`src/rtl/uart_pkg.sv`:
```
// Shared types and constants for the UART receive path.
// FSM state encoding, line format constants and baud divisor helper.
package uart_pkg;

    localparam int DATA_BITS = 8;
    localparam int STOP_BITS = 1;

    typedef enum logic [2:0] {
        IDLE,
        START,
        DATA,
        PARITY,
        STOP,
        BREAK
    } state_t;

    // Rounded clock cycles per bit
    function automatic int uart_div(input int clk_hz, input int baud);
        return (clk_hz + baud / 2) / baud;
    endfunction

endpackage

```
`src/rtl/uart_rx_fifo_if.sv`:
```
// Valid/ready byte stream carrying received UART bytes.
// master drives valid/data, slave returns ready.
interface uart_rx_fifo_if;
    import uart_pkg::*;

    logic                 out_valid;
    logic                 out_ready;
    logic [DATA_BITS-1:0] out_data;

    modport master (
        output out_valid,
        output out_data,
        input  out_ready
    );

    modport slave (
        input  out_valid,
        input  out_data,
        output out_ready
    );

endinterface

```
`src/rtl/sync_fifo_show_ahead.sv`:
```
// Single-clock FIFO with combinational show-ahead read of the head entry.
// Push while full is accepted only when a pop frees a slot in the same cycle.
module sync_fifo_show_ahead #(
    parameter  int WIDTH = 8,
    parameter  int DEPTH = 16,
    localparam int AW    = $clog2(DEPTH),
    localparam int CW    = AW + 1
) (
    input  logic             clock,
    input  logic             reset,
    input  logic             push,
    input  logic [WIDTH-1:0] push_data,
    input  logic             pop,
    output logic [WIDTH-1:0] pop_data,
    output logic             full,
    output logic             empty,
    output logic [CW-1:0]    count
);

    logic [WIDTH-1:0] mem [DEPTH];
    logic [AW-1:0]    wr_ptr;
    logic [AW-1:0]    rd_ptr;
    logic             do_push;
    logic             do_pop;

    assign empty    = (count == '0);
    assign full     = (count == CW'(DEPTH));
    assign do_pop   = pop && !empty;
    assign do_push  = push && (!full || do_pop);
    assign pop_data = mem[rd_ptr];

    always_ff @(posedge clock) begin
        if (reset) begin
            wr_ptr <= '0;
            rd_ptr <= '0;
            count  <= '0;
            for (int i = 0; i < DEPTH; i++) begin
                mem[i] <= '0;
            end
        end else begin
            if (do_push) begin
                mem[wr_ptr] <= push_data;
                wr_ptr      <= wr_ptr + 1'b1;
            end
            if (do_pop) begin
                rd_ptr <= rd_ptr + 1'b1;
            end
            if (do_push && !do_pop) begin
                count <= count + 1'b1;
            end else if (do_pop && !do_push) begin
                count <= count - 1'b1;
            end
        end
    end

endmodule

```
`src/rtl/uart_rx_fifo.sv`:
```
// UART receiver (8N1, or 8E1 with UART_RX_PARITY_EN) feeding a byte FIFO.
// Mid-bit sampling from a fixed clock/baud divisor; bytes leave on a valid/ready stream.
module uart_rx_fifo #(
    parameter int CLK_FREQ_HZ = 25000000,
    parameter int BAUD        = 115200,
    parameter int FIFO_DEPTH  = 16
) (
    input  logic                        clock,
    input  logic                        reset,
    input  logic                        rxd,
    uart_rx_fifo_if.master              stream,
    output logic [$clog2(FIFO_DEPTH):0] fifo_count,
    output logic                        frame_err,
`ifdef UART_RX_PARITY_EN
    output logic                        parity_err,
`endif
    output logic                        overflow
);
    import uart_pkg::*;

    localparam int DIV = uart_div(CLK_FREQ_HZ, BAUD);
    localparam int CW  = (DIV > 2) ? $clog2(DIV) : 1;
    localparam logic [CW-1:0] HALF = CW'(DIV / 2 - 1);
    localparam logic [CW-1:0] FULL = CW'(DIV - 1);

    logic                 s1;
    logic                 rxs;
    state_t               state;
    state_t               state_n;
    logic [CW-1:0]        cnt;
    logic [CW-1:0]        cnt_n;
    logic [2:0]           idx;
    logic [2:0]           idx_n;
    logic [DATA_BITS-1:0] shreg;
    logic [DATA_BITS-1:0] shreg_n;
    logic                 push_req;
    logic                 push_n;
    logic                 tick;
    logic                 pop;
    logic                 full;
    logic                 empty;
    logic                 ok;
`ifdef UART_RX_PARITY_EN
    logic                 par;
    logic                 par_n;
`endif

    always_ff @(posedge clock) begin
        if (reset) begin
            s1  <= 1'b1;
            rxs <= 1'b1;
        end else begin
            s1  <= rxd;
            rxs <= s1;
        end
    end

    assign tick = (cnt == '0);

`ifdef UART_RX_PARITY_EN
    assign ok = ~(^shreg ^ par);
`else
    assign ok = 1'b1;
`endif

    always_ff @(posedge clock) begin
        if (reset) begin
            state    <= IDLE;
            cnt      <= '0;
            idx      <= '0;
            shreg    <= '0;
            push_req <= 1'b0;
`ifdef UART_RX_PARITY_EN
            par      <= 1'b0;
`endif
        end else begin
            state    <= state_n;
            cnt      <= cnt_n;
            idx      <= idx_n;
            shreg    <= shreg_n;
            push_req <= push_n;
`ifdef UART_RX_PARITY_EN
            par      <= par_n;
`endif
        end
    end

    always_comb begin
        state_n   = state;
        cnt_n     = cnt;
        idx_n     = idx;
        shreg_n   = shreg;
        push_n    = 1'b0;
        frame_err = 1'b0;
`ifdef UART_RX_PARITY_EN
        par_n      = par;
        parity_err = 1'b0;
`endif
        unique case (state)
            IDLE: begin
                if (!rxs) begin
                    state_n = START;
                    cnt_n   = HALF;
                end
            end
            START: begin
                if (!tick) begin
                    cnt_n = cnt - 1'b1;
                end else if (!rxs) begin
                    state_n = DATA;
                    cnt_n   = FULL;
                    idx_n   = '0;
                end else begin
                    state_n = IDLE;
                end
            end
            DATA: begin
                if (!tick) begin
                    cnt_n = cnt - 1'b1;
                end else begin
                    shreg_n[idx] = rxs;
                    cnt_n        = FULL;
                    idx_n        = idx + 1'b1;
                    if (idx == 3'd7) begin
`ifdef UART_RX_PARITY_EN
                        state_n = PARITY;
`else
                        state_n = STOP;
`endif
                    end
                end
            end
`ifdef UART_RX_PARITY_EN
            PARITY: begin
                if (!tick) begin
                    cnt_n = cnt - 1'b1;
                end else begin
                    par_n   = rxs;
                    cnt_n   = FULL;
                    state_n = STOP;
                end
            end
`endif
            STOP: begin
                if (!tick) begin
                    cnt_n = cnt - 1'b1;
                end else if (rxs) begin
                    state_n = IDLE;
                    push_n  = ok;
`ifdef UART_RX_PARITY_EN
                    parity_err = !ok;
`endif
                end else begin
                    // Bad stop wins over parity; line stays latched until it idles
                    frame_err = 1'b1;
                    state_n   = BREAK;
                end
            end
            BREAK: begin
                if (rxs) begin
                    state_n = IDLE;
                end
            end
            default: begin
                state_n = IDLE;
            end
        endcase
    end

    assign pop              = stream.out_valid && stream.out_ready;
    assign stream.out_valid = !empty;
    assign overflow         = push_req && full && !pop;

    sync_fifo_show_ahead #(
        .WIDTH (DATA_BITS),
        .DEPTH (FIFO_DEPTH)
    ) u_fifo (
        .clock     (clock),
        .reset     (reset),
        .push      (push_req),
        .push_data (shreg),
        .pop       (pop),
        .pop_data  (stream.out_data),
        .full      (full),
        .empty     (empty),
        .count     (fifo_count)
    );

endmodule

```
`src/flat_wrapper.sv`:
```
// flat-port wrapper written by rule: the top's interface ports become plain ports
module uart_rx_fifo_flat import uart_pkg::*;
#(
    parameter int CLK_FREQ_HZ = 25000000,
    parameter int BAUD        = 115200,
    parameter int FIFO_DEPTH  = 16
)
  (clock, reset, rxd, fifo_count, frame_err, overflow, stream_out_valid, stream_out_data, stream_out_ready);
  uart_rx_fifo_if stream_i ();
  input  logic clock;
  input  logic reset;
  input  logic rxd;
  output logic [$clog2(FIFO_DEPTH):0] fifo_count;
  output logic frame_err;
  output logic overflow;
  output wire logic [$bits(stream_i.out_valid)-1:0] stream_out_valid;
  output wire logic [$bits(stream_i.out_data)-1:0] stream_out_data;
  input wire logic [$bits(stream_i.out_ready)-1:0] stream_out_ready;
  assign stream_out_valid = stream_i.out_valid;
  assign stream_out_data = stream_i.out_data;
  assign stream_i.out_ready = stream_out_ready;
  uart_rx_fifo #(.CLK_FREQ_HZ(CLK_FREQ_HZ), .BAUD(BAUD), .FIFO_DEPTH(FIFO_DEPTH)) u_core (.clock(clock), .reset(reset), .rxd(rxd), .stream(stream_i), .fifo_count(fifo_count), .frame_err(frame_err), .overflow(overflow));
endmodule
```
`config.mk`:
```
export PLATFORM = sky130hd
export DESIGN_NAME = uart_rx_fifo_flat
export DESIGN_NICKNAME = d
export VERILOG_FILES = /design/src/rtl/uart_pkg.sv /design/src/rtl/uart_rx_fifo_if.sv /design/src/rtl/sync_fifo_show_ahead.sv /design/src/rtl/uart_rx_fifo.sv /design/src/flat_wrapper.sv
export SDC_FILE = /design/constraint.sdc
export NUM_CORES = 1
export LEC_CHECK = 0
export CORE_MARGIN = 2
export CORE_UTILIZATION = 40
export DETAILED_ROUTE_END_ITERATION = 7
export PLACE_DENSITY = 0.53
export SLEW_MARGIN = 15
export SYNTH_ARGS = -nofsm -noshare
export SYNTH_HDL_FRONTEND = slang
export SYNTH_SLANG_ARGS = --single-unit
```
`constraint.sdc`:
```
create_clock -name clock -period 7.6 [get_ports clock]
set_input_delay 1.9 -clock clock [delete_from_list [all_inputs] [get_ports clock]]
set_output_delay 1.9 -clock clock [all_outputs]
set_load 0.03 [all_outputs]
```
==> results of run 1 <==
stage by stage:
| stage | cells | utilization [%] | hold slack (ns) |
|---|---|---|---|
| after floorplan | 612 | - | 0.389 |
| after global placement | 878 | 42.9 | 0.399 |
| after detailed placement | 878 | 42.9 | 0.400 |
| after CTS | 909 | 46.0 | 0.416 |
| after global routing | 909 | 46.0 | 0.447 |
| final | 909 | 46.0 | 0.413 |
kinds of logic after synthesis:
kind of cell               Yosys count  share of synthesized area [%]
and+or+nand+nor                    241                           17.4
xor gates and xnor gates            11                           1.18
buffers and inverters               49                           2.52
muxes                               55                           12.9
AOI/OAI and AO/OA                   72                           6.54
DFF                                170                           57.2
adders and majority gates           14                           2.23
final cells by class:
| class | instances | area, sq um | share of cell area (%) |
|---|---|---|---|
| sequential | 170 | 4690 | 50.5 |
| multi-input combinational | 393 | 3290 | 35.5 |
| clock buffer | 17 | 425 | 4.58 |
| tap | 270 | 338 | 3.64 |
| timing repair buffer | 31 | 280 | 3.02 |
| clock inverter | 14 | 209 | 2.25 |
| inverter | 14 | 52.6 | 0.566 |
cell usage in the layout, fill, tap and decap left out, types with 5 or more instances in the layout:
cell,count
a21oi_1,13
buf_4,12
mux4_2,40
and2_1,129
o21ai_1,5
xor2_1,7
clkbuf_16,17
edfxtp_1,128
mux2i_1,14
o21ai_0,12
inv_6,6
dfxtp_1,41
or2_2,6
nor2_1,37
clkdlybuf4s50_1,19
nand3_1,8
inv_1,14
ha_1,13
or3_1,5
nand2_1,16
nor3_1,11
metal layers:
metal	global-route usage, %	up-vias
li1	-	2291
met3	3.42	19
met2	27.8	114
met5	0	-
met1	24.2	2433
met4	6.78	0
state kept, by name (all words and copies together) (netlist names), named ones only:
register              flops
u_core.idx                3
u_core.s1                 1
u_core.rxs                1
u_core.cnt                8
u_core.u_fifo.wr_ptr      4
u_core.u_fifo.rd_ptr      4
u_core.u_fifo.count       5
u_core.u_fifo.mem       128
u_core.shreg              8
u_core.state              3
u_core.push_req           1
power breakdown:
part	switching (uW)	internal, uW	leakage (uW)	total [uW]
logic	483	371	0.00139	854
clock network	384	558	0.000308	942
registers	73.1	1070	0.00161	1140
total	941	2000	0.00331	2940
critical path: stages:
cell	delay (ns)
clkdlybuf4s50_1	0.45
nand2b_1	0.36
nor3_1	0.24
clkdlybuf4s50_1	0.71
worst max-delay path by stage:
stage	to	slack [ns]
2_1_floorplan	overflow	2.80
3_3_place_gp	overflow	2.06
6_report	overflow	2.05
4_1_cts	overflow	2.02
5_1_grt	overflow	1.96
3_5_place_dp	overflow	2.04
==> reports/results.ini, run 1 <==
[run_status]
outcome = finished clean

[grt]
grt_max_degree = 33
overflow = 0
antenna_found_initial = 0
grt_first_pass_wirelength_mm = 28.2
grt_pass1_vias = 4925
grt_usage_pct = 17.6

[logic_synthesis]
synth_largest_area_cell = edfxtp_1
syn_inst = 612
synth.most_common_cell = and2_1
syn_nets = 630
ys_seq_elements = 170
async_flop_share_pct = 0
avgSynthCellArea_sq_um = 13.4
ys_seq_area_share_pct = 57.2
yosys.area.top_type_share_pct = 47.0
synthTopCellsByCount = and2_1 (129), edfxtp_1 (128), dfxtp_1 (42)
synth-main-ff-cell = edfxtp_1
synthDistinctLibCells = 66
synth_area_leaders = edfxtp_1 (47%), mux4_2 (11%), dfxtp_1 (10%)
syn-cell-area_sq_um = 8190
ys.warnings.count = 0
synth-edff-count = 128

[worst_setup_path]
criticalPathCategory = input pin to output pin
cp_max_fo = 8
startpoint = stream_out_ready
rr_startpoint = u_core.u_fifo.count[0]
reg2reg_depth = 10
critPathRequiredTime_ns = 5.70
startpoint_type = input pin
crit_arrival_ns = 3.65
endpoint_kind = output pin
timing.rr.end = u_core.u_fifo.count[4]
reg2reg_setup_slack_ns = 4.46

[clocking]
cts_resized = 0
htree_levels = 4
numCtsBuffers = 17
clk_path_buf_depth = 2
clock-sinks = 170
cts_setup_buffers = 0
tritoncts = yes
cts.clk_slew.worst_paths_ns = 0.07
clkLatencyLatePin_ns = 0.44
holdBufCountCts = 0
clockRootBuffer = clkbuf_16

[floorplanning]
start_util_pct = 40.6
ios = 20
design.core.area_sq_um = 20200
die_x_microns = 147
chipHeight_microns = 147
core.rowCount = 52
dieArea_sq_um = 21600

[timing]
relSlewSlack_pct = 26.5
hold_viol_final = 0
post-route-period-util_pct = 73.1
fin_setup_tns_ns = 0
min_period_ns = 5.55
max_freq_mhz = 180
rsz0062_at_grt = no
worst_pin_slew_ns = 1.09
maxSlewViolCount = 0
fin_skew_ns = 0.0169
finalSetupViolCount = 0
fin_ws_ns = 2.05

[drt]
first_iter_violations = 250
wl_met2_mm = 8.68
drcViolationCount = 0
dr_wl_met3_microns = 683
routed_wl_mm = 17.9
top_layer = met4
via_count = 4857
wl_per_cell_microns = 19.7
drtPass1Iterations = 4
drt-met1-wl_mm = 8.18
drtAntennaViolNets = 0
drt-vias-per-instance = 5.34

[pwr]
power_uw = 2940
power.density_nw_per_um2 = 316
leakage_uw = 0.00331
max-vdd-ir-drop_mv = 0.297

[final_layout]
final_cell_area_sq_um = 9290
syn2layout_area_growth_pct = 13.4
n_fill_cell = 1826
layout-drive-gt1-share_pct = 16.9
antennaDiodeCount = 0
finalNetCount = 645

[min_path]
hp-class = register to register
worstHoldStart = u_core.s1
hold_end = u_core.rxs
hold_path_depth = 1

[placed_design]
place_congestion = 0.785
place_ws_ns = 2.04
port_buffers = 19
dpl.hpwl_mm = 11.9
postPlaceCellArea_sq_um = 8650

[run]
cap_violations = 0

Note: power is estimated with default switching activity, not from simulation.
==> inputs of run 2 (changes only) <==
==> constraint.sdc (replaced) <==
create_clock -name clock -period 5.5 [get_ports clock]
set_input_delay 1.375 -clock clock [delete_from_list [all_inputs] [get_ports clock]]
set_output_delay 1.375 -clock clock [all_outputs]
set_load 0.03 [all_outputs]
==> reports/results.ini, run 2 (same netlist as run 1, synthesis figures left out) <==
[final_layout]
syn2layout_area_growth_pct = 13.1  ; was 13.4%
finalNetCount = 646  ; was 645
top_regs = u_core.u_fifo.mem: 128 flops, u_core.cnt: 8 flops, u_core.shreg: 8 flops  ; unchanged
antennaDiodeCount = 0  ; unchanged
mostFrequentLayoutCells = and2_1 (129), edfxtp_1 (128), dfxtp_1 (41), mux4_2 (40), nor2_1 (37)  ; unchanged
layout-drive-gt1-share_pct = 16.7  ; was 16.9%
n_fill_cell = 1843  ; was 1,826
top_register = u_core.u_fifo.mem  ; unchanged
final_common_cell = and2_1  ; unchanged
largest_reg_flops = 128  ; unchanged

[grt]
grt_max_degree = 33  ; unchanged
grt_usage_pct = 17.7  ; was 17.6%
grt_first_pass_wirelength_mm = 28.6  ; was 28.2 mm
grt_pass1_vias = 4927  ; was 4,925
overflow = 0  ; unchanged
antenna_found_initial = 0  ; unchanged

[clocking]
numCtsBuffers = 17  ; unchanged
cts_resized = 0  ; unchanged
clock-sinks = 170  ; unchanged
cts_setup_buffers = 0  ; unchanged
clkLatencyLatePin_ns = 0.42  ; was 0.44 ns
tritoncts = yes  ; unchanged
cts.clk_slew.worst_paths_ns = 0.06  ; was 0.07 ns
clockRootBuffer = clkbuf_16  ; unchanged
htree_levels = 4  ; unchanged
clk_path_buf_depth = 2  ; unchanged
holdBufCountCts = 0  ; unchanged

[floorplanning]
core.rowCount = 52  ; unchanged
ios = 20  ; unchanged
chipHeight_microns = 147  ; unchanged
start_util_pct = 40.6  ; unchanged
die_x_microns = 147  ; unchanged
design.core.area_sq_um = 20200  ; unchanged
dieArea_sq_um = 21600  ; unchanged

[placed_design]
dpl.hpwl_mm = 11.8  ; was 11.9 mm
port_buffers = 19  ; unchanged
place_congestion = 0.793  ; was 0.785

[timing]
post-route-period-util_pct = 81.9
rsz0062_at_grt = no  ; unchanged
max_freq_mhz = 222
worst_pin_slew_ns = 1.06  ; was 1.09 ns
relSlewSlack_pct = 27.6  ; was 26.5%
fin_setup_tns_ns = 0  ; unchanged
finalSetupViolCount = 0  ; unchanged
maxSlewViolCount = 0  ; unchanged
min_period_ns = 4.50
fin_skew_ns = 0.00784  ; was 0.0169 ns
hold_viol_final = 0  ; unchanged

[drt]
drt-vias-per-instance = 5.27  ; was 5.34
drtPass1Iterations = 5  ; was 4
drtAntennaViolNets = 0  ; unchanged
routed_wl_mm = 18.0  ; was 17.9 mm
wl_per_cell_microns = 19.8  ; was 19.7 microns
via_count = 4801  ; was 4,857
drcViolationCount = 0  ; unchanged
first_iter_violations = 297  ; was 250

[pwr]
leakage_uw = 0.00328  ; was 0.00331 uW
switchingPower_uw = 1270  ; was 941 uW
max-vdd-ir-drop_mv = 0.336  ; was 0.297 mV
power_uw = 3970  ; was 2940 uW
p_clk_share_pct = 30.7  ; was 32.1%
pwr-share-seq_pct = 39.8  ; was 38.8%
p_sw_share_pct = 32.0  ; about the same
power.density_nw_per_um2 = 429  ; was 316 nW/um^2
p_comb_share_pct = 29.6  ; was 29.1%
p_int_uw = 2700  ; was 2000 uW

[worst_setup_path]
path_common_cell = clkdlybuf4s50_1  ; unchanged
path_delay_family = buffers and inverters  ; unchanged
criticalPathCategory = input pin to output pin  ; unchanged
startpoint_type = input pin  ; unchanged
critPathRequiredTime_ns = 4.12  ; was 5.70 ns
cp_max_fo = 8  ; unchanged
timing.critical_path.cells = clkdlybuf4s50_1 -> nand2b_1 -> nor3_1 -> clkdlybuf4s50_1  ; unchanged
crit_arrival_ns = 3.13  ; was 3.65 ns
cp_num_buf_inv = 2  ; unchanged
cpPeakStageDelay_ns = 0.70  ; was 0.71 ns
critPathSlowestCell = clkdlybuf4s50_1  ; unchanged
reg2reg_setup_slack_ns = 2.36  ; was 4.46 ns
endpoint_kind = output pin  ; unchanged

[run_status]
outcome = finished clean  ; unchanged

[min_path]
hp-class = register to register  ; unchanged

[run]
cap_violations = 0  ; unchanged

## run 2: cell count changes in the layout (fill, tap and decap cells not counted), sizes merged
cell,change
inv,-5
clkinv,+4
clkinvlp,+3
buf,+1
bufinv,-1
## run 2: power by group through the flow
| stage | Sequential (uW) | Combinational [uW] | Clock (uW) |
|---|---|---|---|
| floorplan | 1600 | 892 | 0 |
| global placement | 1600 | 1170 | 0 |
| detailed placement | 1610 | 1190 | 0 |
| CTS | 1580 | 1190 | 1250 |
| global route | 1590 | 1280 | 1310 |
| finish | 1580 | 1180 | 1220 |
## run 2: final timing paths
| path | cells past startpoint | startpoint | endpoint |
|---|---|---|---|
| worst max-delay path | 4 | stream_out_ready | overflow |
| worst min-delay path | 1 | u_core.s1 | u_core.rxs |
| worst max register to register | 10 | u_core.u_fifo.count[0] | u_core.u_fifo.count[4] |
| worst min register to register | 1 | u_core.s1 | u_core.rxs |
## run 2: layout make-up
| cell class | count | area, sq um | share of cell area (%) |
|---|---|---|---|
| timing repair buffer | 32 | 288 | 3.11 |
| sequential | 170 | 4690 | 50.6 |
| clock buffer | 17 | 425 | 4.59 |
| inverter | 14 | 52.6 | 0.568 |
| multi-input combinational | 393 | 3290 | 35.6 |
| clock inverter | 15 | 175 | 1.89 |
| tap | 270 | 338 | 3.65 |
## run 2: layer usage
layer | GRT usage (%) | wire length [microns] | vias to the layer above
met3 | 3.23 | 725 | 19
met5 | 0 | 0 | -
li1 | - | - | 2302
met1 | 24.3 | 8260 | 2393
met4 | 5.53 | 239 | 0
met2 | 28.9 | 8770 | 87
## run 2: stage by stage
step	hold WS (ns)	utilization, %	setup WS (ns)	cell area [sq um]	std cells
CTS	0.421	45.9	0.991	9260	911
floorplan	0.389	-	1.75	8190	612
global placement	0.399	42.9	1.03	8660	879
detailed placement	0.401	42.9	1.01	8660	879
global route	0.433	45.9	0.861	9260	911
finish	0.417	45.9	0.996	9260	911
